`src/rtl/seq_divider_pkg.sv`:
```
// ----------------------------------------------------------------------------
// seq_divider_pkg
// Shared types and constants for the sequential radix-2 restoring divider.
//   state_e    : controller states (IDLE, CALC, FIX, DONE)
//   cnt_width  : bit counter width needed to hold the value WIDTH
//   DIV0_QUOT  : quotient returned on divide by zero (all ones), sliced to
//                WIDTH by the user
// ----------------------------------------------------------------------------
package seq_divider_pkg;

    typedef enum logic [1:0] {
        IDLE = 2'd0,
        CALC = 2'd1,
        FIX  = 2'd2,
        DONE = 2'd3
    } state_e;

    localparam int MAX_WIDTH = 32;

    localparam logic [MAX_WIDTH-1:0] DIV0_QUOT = '1;

    function automatic int cnt_width(input int width);
        return $clog2(width + 1);
    endfunction

endpackage

```
`src/rtl/seq_divider_step.sv`:
```
// ----------------------------------------------------------------------------
// seq_divider_step
// One restoring-division step: shift the next dividend bit into the partial
// remainder, trial-subtract the divisor on a WIDTH+1-bit chain and keep the
// difference when it is non-negative.
// Ports:
//   rem_i      : current partial remainder
//   shift_in_i : dividend bit shifted into the remainder LSB
//   divisor_i  : divisor magnitude
//   rem_o      : next partial remainder
//   q_bit_o    : quotient bit produced by this step
// ----------------------------------------------------------------------------
module seq_divider_step
    import seq_divider_pkg::*;
#(
    parameter int WIDTH = 16
) (
    input  logic [WIDTH-1:0] rem_i,
    input  logic             shift_in_i,
    input  logic [WIDTH-1:0] divisor_i,
    output logic [WIDTH-1:0] rem_o,
    output logic             q_bit_o
);

    logic [WIDTH:0] shifted;
    logic [WIDTH:0] trial;

    assign shifted = {rem_i, shift_in_i};

    // A + ~B + 1 keeps the subtract on the carry chain.
    assign trial = shifted + ~{1'b0, divisor_i} + {{WIDTH{1'b0}}, 1'b1};

    // rem_i < divisor, so a non-negative difference always fits in WIDTH
    // bits and the top bit of trial is a clean sign.
    assign q_bit_o = ~trial[WIDTH];
    assign rem_o   = q_bit_o ? trial[WIDTH-1:0] : shifted[WIDTH-1:0];

endmodule

```
`src/rtl/seq_divider.sv`:
```
// ----------------------------------------------------------------------------
// seq_divider
// Multi-cycle radix-2 restoring integer divider with start/done handshake,
// one quotient bit per cycle.
// Build option: define SEQ_DIVIDER_SIGNED_EN to honour signed_op (magnitude
// conversion at load and sign fix-up in FIX). Without it every operation is
// unsigned and FIX is a one-cycle pass-through, so latency is unchanged.
// Ports:
//   clk, reset_n          : clock, async active-low reset
//   start                 : request strobe, sampled only in IDLE
//   signed_op             : two's-complement operands, sampled with start
//   dividend, divisor     : operands, sampled with start
//   busy                  : operation in flight (includes the done cycle)
//   done                  : one-cycle result-valid pulse
//   quotient, remainder   : registered results, held until next result
//   div_by_zero           : registered flag, cleared by next accepted start
//
// state | meaning
// IDLE  | waiting for start
// CALC  | one restoring step per cycle, counter counts WIDTH down to 0
// FIX   | apply result signs and register outputs
// DONE  | done pulse, results valid
// ----------------------------------------------------------------------------
module seq_divider
    import seq_divider_pkg::*;
#(
    parameter int WIDTH = 16
) (
    input  logic             clk,
    input  logic             reset_n,
    input  logic             start,
    input  logic             signed_op,
    input  logic [WIDTH-1:0] dividend,
    input  logic [WIDTH-1:0] divisor,
    output logic             busy,
    output logic             done,
    output logic [WIDTH-1:0] quotient,
    output logic [WIDTH-1:0] remainder,
    output logic             div_by_zero
);

    localparam int CW = cnt_width(WIDTH);
    localparam logic [WIDTH-1:0] ONE = WIDTH'(1);

    state_e           state_q, state_d;
    logic [CW-1:0]    cnt_q, cnt_d;
    logic [WIDTH-1:0] rem_q, rem_d;
    logic [WIDTH-1:0] acc_q, acc_d;      // dividend in, quotient bits out
    logic [WIDTH-1:0] dvs_q, dvs_d;
    logic [WIDTH-1:0] quot_q, quot_d;
    logic [WIDTH-1:0] remd_q, remd_d;
    logic             dbz_q, dbz_d;

    logic [WIDTH-1:0] step_rem;
    logic             step_qbit;

    logic [WIDTH-1:0] load_a;
    logic [WIDTH-1:0] load_b;
    logic [WIDTH-1:0] fix_quot;
    logic [WIDTH-1:0] fix_rem;

`ifdef SEQ_DIVIDER_SIGNED_EN
    logic neg_quo_q, neg_quo_d;
    logic neg_rem_q, neg_rem_d;
    logic sign_a;
    logic sign_b;

    assign sign_a = signed_op & dividend[WIDTH-1];
    assign sign_b = signed_op & divisor[WIDTH-1];

    // The most negative value maps to itself, which is its correct unsigned
    // magnitude, so overflow needs no special handling.
    assign load_a   = sign_a ? (~dividend + ONE) : dividend;
    assign load_b   = sign_b ? (~divisor + ONE) : divisor;
    assign fix_quot = neg_quo_q ? (~acc_q + ONE) : acc_q;
    assign fix_rem  = neg_rem_q ? (~rem_q + ONE) : rem_q;
`else
    logic unused_signed_op;

    assign unused_signed_op = signed_op;
    assign load_a   = dividend;
    assign load_b   = divisor;
    assign fix_quot = acc_q;
    assign fix_rem  = rem_q;
`endif

    seq_divider_step #(
        .WIDTH (WIDTH)
    ) u_step (
        .rem_i      (rem_q),
        .shift_in_i (acc_q[WIDTH-1]),
        .divisor_i  (dvs_q),
        .rem_o      (step_rem),
        .q_bit_o    (step_qbit)
    );

    always_comb begin
        state_d = state_q;
        cnt_d   = cnt_q;
        rem_d   = rem_q;
        acc_d   = acc_q;
        dvs_d   = dvs_q;
        quot_d  = quot_q;
        remd_d  = remd_q;
        dbz_d   = dbz_q;
`ifdef SEQ_DIVIDER_SIGNED_EN
        neg_quo_d = neg_quo_q;
        neg_rem_d = neg_rem_q;
`endif
        case (state_q)
            IDLE: begin
                if (start) begin
                    if (divisor == '0) begin
                        quot_d  = DIV0_QUOT[WIDTH-1:0];
                        remd_d  = dividend;
                        dbz_d   = 1'b1;
                        state_d = DONE;
                    end else begin
                        rem_d   = '0;
                        acc_d   = load_a;
                        dvs_d   = load_b;
                        cnt_d   = CW'(WIDTH);
                        dbz_d   = 1'b0;
`ifdef SEQ_DIVIDER_SIGNED_EN
                        neg_quo_d = sign_a ^ sign_b;
                        neg_rem_d = sign_a;
`endif
                        state_d = CALC;
                    end
                end
            end
            CALC: begin
                rem_d = step_rem;
                acc_d = {acc_q[WIDTH-2:0], step_qbit};
                cnt_d = cnt_q - CW'(1);
                // The last step is the one that takes the counter to 0.
                if (cnt_q == CW'(1)) begin
                    state_d = FIX;
                end
            end
            FIX: begin
                quot_d  = fix_quot;
                remd_d  = fix_rem;
                state_d = DONE;
            end
            DONE: begin
                state_d = IDLE;
            end
            default: begin
                state_d = IDLE;
            end
        endcase
    end

    always_ff @(posedge clk or negedge reset_n) begin
        if (!reset_n) begin
            state_q <= IDLE;
            cnt_q   <= '0;
            rem_q   <= '0;
            acc_q   <= '0;
            dvs_q   <= '0;
            quot_q  <= '0;
            remd_q  <= '0;
            dbz_q   <= 1'b0;
        end else begin
            state_q <= state_d;
            cnt_q   <= cnt_d;
            rem_q   <= rem_d;
            acc_q   <= acc_d;
            dvs_q   <= dvs_d;
            quot_q  <= quot_d;
            remd_q  <= remd_d;
            dbz_q   <= dbz_d;
        end
    end

`ifdef SEQ_DIVIDER_SIGNED_EN
    always_ff @(posedge clk or negedge reset_n) begin
        if (!reset_n) begin
            neg_quo_q <= 1'b0;
            neg_rem_q <= 1'b0;
        end else begin
            neg_quo_q <= neg_quo_d;
            neg_rem_q <= neg_rem_d;
        end
    end
`endif

    assign busy        = (state_q != IDLE);
    assign done        = (state_q == DONE);
    assign quotient    = quot_q;
    assign remainder   = remd_q;
    assign div_by_zero = dbz_q;

endmodule

```
`config.mk`:
```
export PLATFORM = sky130hd
export DESIGN_NAME = seq_divider
export DESIGN_NICKNAME = d
export VERILOG_FILES = /design/src/rtl/seq_divider_pkg.sv /design/src/rtl/seq_divider_step.sv /design/src/rtl/seq_divider.sv
export SDC_FILE = /design/constraint.sdc
export NUM_CORES = 1
export LEC_CHECK = 0
export ABC_AREA = 1
export BUFFER_PORTS_ARGS = -buffer_cell sky130_fd_sc_hd__buf_4
export CAP_MARGIN = 40
export CORE_UTILIZATION = 30
export CTS_BUF_LIST = sky130_fd_sc_hd__clkbuf_2
export DETAILED_ROUTE_END_ITERATION = 16
export PLACE_DENSITY_LB_ADDON = 0.05
export SKIP_LAST_GASP = 1
export SLEW_MARGIN = 25
export SYNTH_ARGS = -nofsm -noshare
export SYNTH_HDL_FRONTEND = slang
export SYNTH_SLANG_ARGS = --single-unit
```
`constraint.sdc`:
```
create_clock -name clk -period 2.05 [get_ports clk]
set_input_delay 0.41 -clock clk [delete_from_list [all_inputs] [get_ports clk]]
set_output_delay 0.41 -clock clk [all_outputs]
set_load 0.1 [all_outputs]
```
## Yosys cells after proc, flatten, opt, wreduce, memory -nomap -nowiden

Index checks and enable logic that the tools add are counted.
Widths: inputs -> output; s select.

- Bits of input ports: 36
- Word-level logic and storage cells: 53
- Output and inout bits: 35
- Register bits: 88

- Bitwise gates (word level): 3
- Add/sub/neg operators: 3
- Multiplexer cells: 21
- Reduce and logical (&&, ||, !) cells: 10
- Equality and inequality tests: 8

Operator list:

| cell | number |
|---|---|
| $mux 16 | 9 |
| $pmux 16 s2 | 4 |
| $add 17x1->17 const B | 1 |
| $add 17x17->17 | 1 |
| $not 16->17 | 1 |
| $logic_not 16->1 | 1 |
| $mux 5 | 2 |
| $pmux 5 s2 | 1 |
| $reduce_and 3->1 | 3 |
| $ne 2x2->1 const B | 4 |
| $pmux 2 s4 | 1 |
| $mux 2 | 3 |
| $reduce_bool 2->1 | 3 |
| $eq 5x1->1 const B | 1 |
| $sub 5x1->5 const B | 1 |
| $eq 2x2->1 const B | 2 |
| $reduce_and 2->1 | 2 |
| $eq 2x1->1 const B | 1 |
| $logic_not 2->1 | 1 |
| $not 1->1 | 2 |
| $mux 1 | 1 |

## Logic depth before layout (Yosys ltp)

Gate-level depths: netlist (run 1).

- Depth in word-level cells: 5
- Mapped depth: 17
- Gate-level depth less buffers: 16

## By module

Synthesis (run 1) repeated with hierarchy kept, for this count alone.

- Cell total of the unflattened synthesis: 867
- Area total of the unflattened synthesis: 5920.7 um2

Modules (own cells, without submodules):

| module | seq. area each (um2) | instances | cells an instance | area each (um2) |
|---|---|---|---|---|
| seq_divider | 2202.1 | 1 | 584 | 4372.9 |
| seq_divider_step | 0.0 | 1 | 283 | 1547.7 |

## Worst setup path before layout (run 1)

OpenSTA, ideal clock, no wires.

- Path kind: register -> register
- From: reg state_q[0]
- To: reg cnt_q[4]
- Period minus slack after synthesis: 2198 ps
- Slack: -148 ps
- Data required time: 1922 ps
- Data arrival time: 2071 ps
- Cell stages (with the launch flop): 10
- Buffers on the path: 1
- Cell sequence: dfrtp_1 > inv_1 > ha_1 > inv_1 > nand2_1 > nand2_2 > buf_2 > nand3_1 > a21oi_1 > o21ai_0

- Cells in the longest elaborated chain, start to end: 3
- Elaborated cells between the ends (all ways): 7
- Classes of those cells: eq/ne (3); mux (1); reduce/logical (3)

Ends and longest elaborated chain:

| item | RTL line | source |
|---|---|---|
| start: declaration | seq_divider.sv:45 | `state_e state_q, state_d;` |
| start signal: assignment | seq_divider.sv:166 | `state_q <= state_d;` |
| $eq 2x1->1 or $logic_not 2->1 (tied branches) | seq_divider.sv:110 | `case (state_q)` |
| $reduce_bool 2->1 (no line) or $ne 2x2->1 (tied branches) | n/a |  |
| $reduce_and 3->1 (no line) | n/a |  |
| end signal: assignment | seq_divider.sv:167 | `cnt_q <= cnt_d;` |
| end: declaration | seq_divider.sv:46 | `logic [CW-1:0] cnt_q, cnt_d;` |

Several ways; a longest one is shown, not always the timed one.
A chain may end at the register's enable or synchronous reset.

## Worst setup path after layout (run 1)

- From: reg acc_q[15]
- To: reg rem_q[11] (netlist: fix_rem[11])

- Cells in the longest elaborated chain, start to end: 4

Ends and longest elaborated chain:

| item | RTL line | source |
|---|---|---|
| start: declaration | seq_divider.sv:48 | `logic [WIDTH-1:0] acc_q, acc_d;` |
| start signal: assignment | seq_divider.sv:160 | `acc_q <= '0;` |
| start signal: assignment | seq_divider.sv:169 | `acc_q <= acc_d;` |
| $add 17x17->17 | seq_divider_step.sv:31 | `assign trial = shifted + ~{1'b0, divisor_i} + {{WIDTH{1'b0}}, 1'b1};` |
| $add 17x1->17 | seq_divider_step.sv:31 |  |
| $mux 16 | seq_divider_step.sv:36 | `assign rem_o = q_bit_o ? trial[WIDTH-1:0] : shifted[WIDTH-1:0];` |
| $pmux 16 s2 | seq_divider.sv:110 |  |
| end signal: assignment | seq_divider.sv:168 | `rem_q <= rem_d;` |
| end: declaration | seq_divider.sv:47 | `logic [WIDTH-1:0] rem_q, rem_d;` |

Every way passes these cells.

==> results of run 1 <==
-- final cells by class --
class / count / area, sq um
inverters: 105 / 397.9
fillers: 1738 / 9828
clock inverters: 7 / 70.07
multi-input cells: 472 / 2649
diodes: 1 / 2.502
clock buffers: 9 / 45.04
repair buffers: 142 / 1172
well taps: 220 / 275.3
flip-flops and latches: 88 / 2202
-- kinds of logic (layout without fill, tap and decap cells) --
family                     count (synthesis)  after routing  share of synthesized area [%]
DFF                                       88             88                          42.96
xor gates and xnor gates                   7              7                          1.196
and+or+nand+nor                          354            356                          29.12
adders and majority gates                 24             24                          6.004
buffers and inverters                    127            263                          10.03
AOI/OAI and AO/OA                         85             85                          10.69
other                                      0              1                              0
-- per-stage QoR --
stage	instances	setup TNS, ns	hold WS (ns)
5_1_grt	1044	-2.077	0.005646
2_1_floorplan	685	0	0.1144
4_1_cts	1036	-0.1916	0.003203
6_report	1044	-0.03024	0.04364
3_3_place_gp	992	-0.1612	0.2840
3_5_place_dp	992	-0.09708	0.2875
-- cells in the mapped netlist, drive strengths merged --
master	instances	area, sq um
o21ai	22	110.1
clkbuf	9	33.78
nand2	255	1032
a21oi	15	90.09
xnor2	1	8.760
o211ai	3	22.52
o22ai	2	26.28
and3	2	12.51
xor2	6	52.55
nor3	5	41.29
nor2	58	220.2
nand4	3	18.77
a31oi	31	193.9
fa	1	20.02
clkinv	2	7.510
and2	2	12.51
nand3	27	140.1
buf	13	86.32
nand3b	2	15.01
ha	23	287.8
dfrtp	88	2202
o221ai	12	105.1
inv	103	386.6
-- worst min-delay path by stage --
stage	end	slack [ns]
6_report	dvs_q[8]	0.04
5_1_grt	dvs_q[8]	0.006
3_3_place_gp	quotient[2]	0.28
4_1_cts	dvs_q[8]	0.003
3_5_place_dp	quotient[2]	0.29
2_1_floorplan	acc_q[0]	0.11
-- critical path: stages, from the launching register on --
cell,delay [ns]
dfrtp_1,0.46
inv_2,0.09
ha_4,0.13
inv_2,0.04
fa_2,0.34
nand2_2,0.09
nand2_2,0.05
nand3_2,0.07
nand2_2,0.08
nand2_4,0.13
nand3_4,0.16
nand2_8,0.17
nand2_2,0.06
nand2_1,0.06
nand2_1,0.05
nand2_1,0.08
-- metal layers --
| layer | routed length [microns] | track usage [%] | up-vias |
|---|---|---|---|
| li1 | - | - | 2426 |
| met1 | 7297 | 24.03 | 2233 |
| met2 | 6849 | 29.30 | 71 |
| met3 | 459 | 3.065 | 13 |
| met4 | 184 | 5.492 | 0 |
| met5 | 0 | 0 | - |
-- sequential cells by signal, indices dropped and copies added, names as in the netlist --
signal	cells
acc_q	16
dvs_q	16
fix_rem	16
quotient	16
remainder	16
cnt_q	5
state_q	2
div_by_zero	1
-- what timing repair did --
action / 4_1_cts / 5_1_grt
pin swaps: 9 / 17
resized for setup: 31 / 27
cloned: 2 / 0
hold buffers: 20 / 1
endpoints found under the setup margin: 17 / 32
buffers inserted: 7 / 6
endpoints found under the hold margin: 112 / 1
==> run_results.csv, run 1 <==
group,metric,value,unit
sta,grt_setup_unrepaired,"yes",
placed_design,hpwl,11020,microns
synthesis,synth_area,5126,sq um
sta,setup_slack,-0.01919,ns
floorplan,fp-row-count,47,
critical_path,reg2reg_depth,15,
critical_path,cp.arrival,2.63,ns
synthesis,postSynthRegisterBits,88,
critical_path,crit_end,"fix_rem[11]",
sta,skew,0.03615,ns
cells_and_area,mostFrequentLayoutCells,"nand2_1, buf_4, inv_1",
drt,drt-wirelength-per-cell,14.17,microns
clock_tree,clockBufferDepth,2,
synthesis,yosys.cell_types.count,37,
critical_path,crit_type,"reg -> reg",
clock_tree,ctsHtreeMaxLevel,3,
clock_tree,clk_pin_slew,0.25,ns
run_status,violations,"setup timing",
grt,antenna_found_initial,1,
sta,min_period_over_period,100.9,%
drt,drc,0,
worst_hold_path,hp-start,"divisor[8]",
drt,vias_per_cell,4.543,
critical_path,setup.worst_path.start,"acc_q[15]",
floorplan,die_area,17610,sq um
critical_path,rrSetupSlack,-0.02,ns
flow_run,max-cap-violations,0,
sta,period_needed,2.069,ns
grt,grt.total_usage,17.88,%
floorplan,io_pins,71,
critical_path,crit_fanout,8,
floorplan,core-area,16640,sq um
clock_tree,numCtsBuffers,9,
grt,grt_pass1_vias,4722,
floorplan,initial_core_util,30.80,%
placed_design,port-buffer-count,69,
drt,vias,4743,
critical_path,cp-start-kind,"flop",
sta,fmax,483.3,MHz
placed_design,place_congestion,0.8743,
clock_tree,clockRootBuffer,"clkbuf_2",
clock_tree,cts_tree,"built",
sta,setup_viol,3,
critical_path,rr_endpoint,"fix_rem[11]",
run_status,status,"finished with violations",
drt,drt_iter0_markers,222,
cells_and_area,final_common_cell,"nand2_1",
drt,ant_nets,0,
sta,slew_headroom,69.43,%
cells_and_area,area_growth,32.93,%
synthesis,syn_nets,745,
critical_path,crit_required,2.61,ns
sta,final-hold-violation-count,0,
cells_and_area,design_area,6814,sq um
sta,slew_viol_final,0,
floorplan,die_h,132.7,microns
cells_and_area,final_nets,878,
floorplan,die_w,132.7,microns
clock_tree,cts.sinks,88,
synthesis,yosys_warnings,0,
sta,worstMarginPinSlew,0.4574,ns
clock_tree,worstSkewPairLatency,0.61,ns
drt,wl,14790,microns
cells_and_area,utilization,40.94,%
placed_design,dpl-instance-area,6133,sq um
worst_hold_path,hold_path.class,"in -> reg",
grt,grt_max_degree,65,
critical_path,timing.rr.start,"acc_q[15]",
placed_design,post-place-ws,-0.02975,ns
grt,grt_pass1_wl,24690,microns
synthesis,syn_area_per_cell,7.483,sq um
drt,drt_pass1_iterations,4,
synthesis,netlist_instances,685,
synthesis,seq_area_frac_synth,42.96,%
critical_path,crit_path_end_kind,"flop",
cells_and_area,drive_above_1_share,25.27,%
worst_hold_path,min_path_cells,3,
grt,globalRoute.totalOverflow,0,
Power of run 1 is not shown: default switching activity piles up to over one toggle a cycle in this logic, so the estimate is an artifact.
==> run 2: changes to the inputs <==
--- a/config.mk
+++ b/config.mk
@@ -8,7 +8,7 @@
 export ABC_AREA = 1
 export BUFFER_PORTS_ARGS = -buffer_cell sky130_fd_sc_hd__buf_4
 export CAP_MARGIN = 40
-export CORE_UTILIZATION = 30
+export CORE_UTILIZATION = 41
 export CTS_BUF_LIST = sky130_fd_sc_hd__clkbuf_2
 export DETAILED_ROUTE_END_ITERATION = 16
 export PLACE_DENSITY_LB_ADDON = 0.05
==> run_results.csv, run 2 (synthesis gave the netlist of run 1 again) <==
group,metric,value,unit
drt,met2RoutedLength,6691,microns
cells_and_area,utilization,54.87,%
sta,slew_headroom,45.81,%
critical_path,crit_required,2.50,ns
cells_and_area,final_common_cell,"nand2_1",
floorplan,core-area,12110,sq um
critical_path,rr_endpoint,"fix_rem[14]",
run_status,violations,"setup timing",
flow_run,max-cap-violations,0,
critical_path,cpPeakStageDelay,0.45,ns
drt,wl_met1,6235,microns
sta,fmax,481.5,MHz
cells_and_area,mostFrequentLayoutCells,"nand2_1, buf_4, inv_1",
drt,dr_wl_met3,410,microns
clock_tree,numCtsBuffers,9,
grt,grt.total_usage,22.51,%
cells_and_area,fin_cells,981,
critical_path,rrSetupSlack,-0.03,ns
placed_design,place_congestion,0.8651,
grt,grt_pass1_vias,4640,
sta,skew,0.02790,ns
cells_and_area,area_growth,29.63,%
sta,worstMarginPinSlew,0.8121,ns
sta,slew_viol_final,0,
drt,drt_pass1_iterations,5,
clock_tree,clockRootBuffer,"clkbuf_2",
critical_path,cp-start-kind,"flop",
sta,setup_viol,10,
grt,grt_pass1_wl,22420,microns
cells_and_area,final_nets,869,
placed_design,hpwl,9998,microns
cells_and_area,drive_above_1_share,24.11,%
floorplan,die_area,12950,sq um
drt,drt-wirelength-per-cell,13.84,microns
drt,maxUsedRoutingLayer,"met4",
floorplan,die_h,113.8,microns
floorplan,die_w,113.8,microns
drt,drc,0,
critical_path,setup.worst_path.start,"acc_q[15]",
clock_tree,cts.sinks,88,
worst_hold_path,min_path_cells,3,
clock_tree,clk_pin_slew,0.22,ns
critical_path,crit_end,"fix_rem[14]",
clock_tree,clockBufferDepth,2,
critical_path,crit_chain,"inv_2, ha_4, inv_2, fa_2, nand2_2, nand2_2, nand3_2, nand2_4, nand2_8, nand3_4, nand2_4, nand2_1, nand3_1, nand2_1",
drt,vias,4685,
floorplan,initial_core_util,42.32,%
critical_path,slowest_stage,"dfrtp_1",
critical_path,timing.rr.start,"acc_q[15]",
critical_path,crit_fanout,8,
clock_tree,ctsHtreeMaxLevel,3,
critical_path,crit_path_end_kind,"flop",
run_status,status,"finished with violations",
grt,grt_max_degree,65,
drt,vias_per_cell,4.776,
floorplan,io_pins,71,
sta,min_period_over_period,101.3,%
sta,final-hold-violation-count,0,
drt,ant_nets,0,
placed_design,placedCellCount,942,
placed_design,port-buffer-count,69,
worst_hold_path,hold_path.class,"in -> reg",
cells_and_area,antenna_cells,0,
critical_path,cp.arrival,2.52,ns
grt,globalRoute.totalOverflow,0,
critical_path,crit_type,"reg -> reg",
sta,period_needed,2.077,ns
clock_tree,cts_tree,"built",
drt,drt_iter0_markers,302,
critical_path,reg2reg_depth,14,
cells_and_area,nFillCells,1215,
floorplan,fp-row-count,40,
grt,antenna_found_initial,0,
clock_tree,worstSkewPairLatency,0.55,ns
sta,grt_setup_unrepaired,"yes",
sta,setup_slack,-0.02678,ns
drt,wl,13580,microns
run 2: cell count changes in the layout (fill, tap and decap cells not counted), moves of 3 or more:
cell and change:
nand2_1 +13, nand2_4 +3, nand2_2 -16, dlygate4sd3_1 -11
run 2: through the flow:
step	TNS [ns]	hold WS [ns]	setup slack, ns	instance area [sq um]
floorplan	0	0.1144	0.001340	5135
global placement	-0.3259	0.3925	-0.05103	6083
detailed placement	-0.7749	0.4008	-0.07323	6083
CTS	-0.08483	0.001451	-0.01886	6553
global route	-2.329	0.005551	-0.1439	6645
finish	-0.1438	0.06671	-0.02678	6645
run 2: area by class of cell:
type,instances,area (sq um),share of cell area [%]
clock buffer,10,50.05,0.7532
clock inverter,5,72.57,1.092
inverter,105,397.9,5.988
multi-input combinational,472,2630,39.58
sequential,88,2203,33.16
tap,168,210.2,3.163
timing repair buffer,133,1081,16.27
run 2: worst min-delay path by stage:
stage | from | to
floorplan | reset_n | acc_q[0]
global placement | reset_n | quotient[3]
detailed placement | reset_n | quotient[3]
CTS | dividend[5] | acc_q[5]
global route | dividend[5] | acc_q[5]
finish | dividend[5] | acc_q[5]
run 2: what timing repair did:
| action | CTS | global route |
|---|---|---|
| setup buffers | 9 | 3 |
| hold buffers | 10 | 0 |
| resized for setup | 30 | 16 |
| cloned | 2 | 0 |
| endpoints found under the setup margin | 20 | 28 |
| pin swaps | 8 | 10 |
| endpoints found under the hold margin | 39 | 0 |
run 2: routing by layer:
metal / GRT usage [%] / vias to the layer above
met2: 38.01 / 92
li1: - / 2403
met1: 29.05 / 2175
met3: 3.773 / 15
met4: 8.398 / 0
met5: 0 / -
run 2: worst max-delay path: cells and delay by family (launching register included):
kind	cells	cell delay, ns
adder cells (fa/ha/maj)	2	0.46
AND/OR/NAND/NOR	10	0.93
flip-flops	1	0.45
buffers and inverters	2	0.12
Power of run 2 is left out for the same reason.
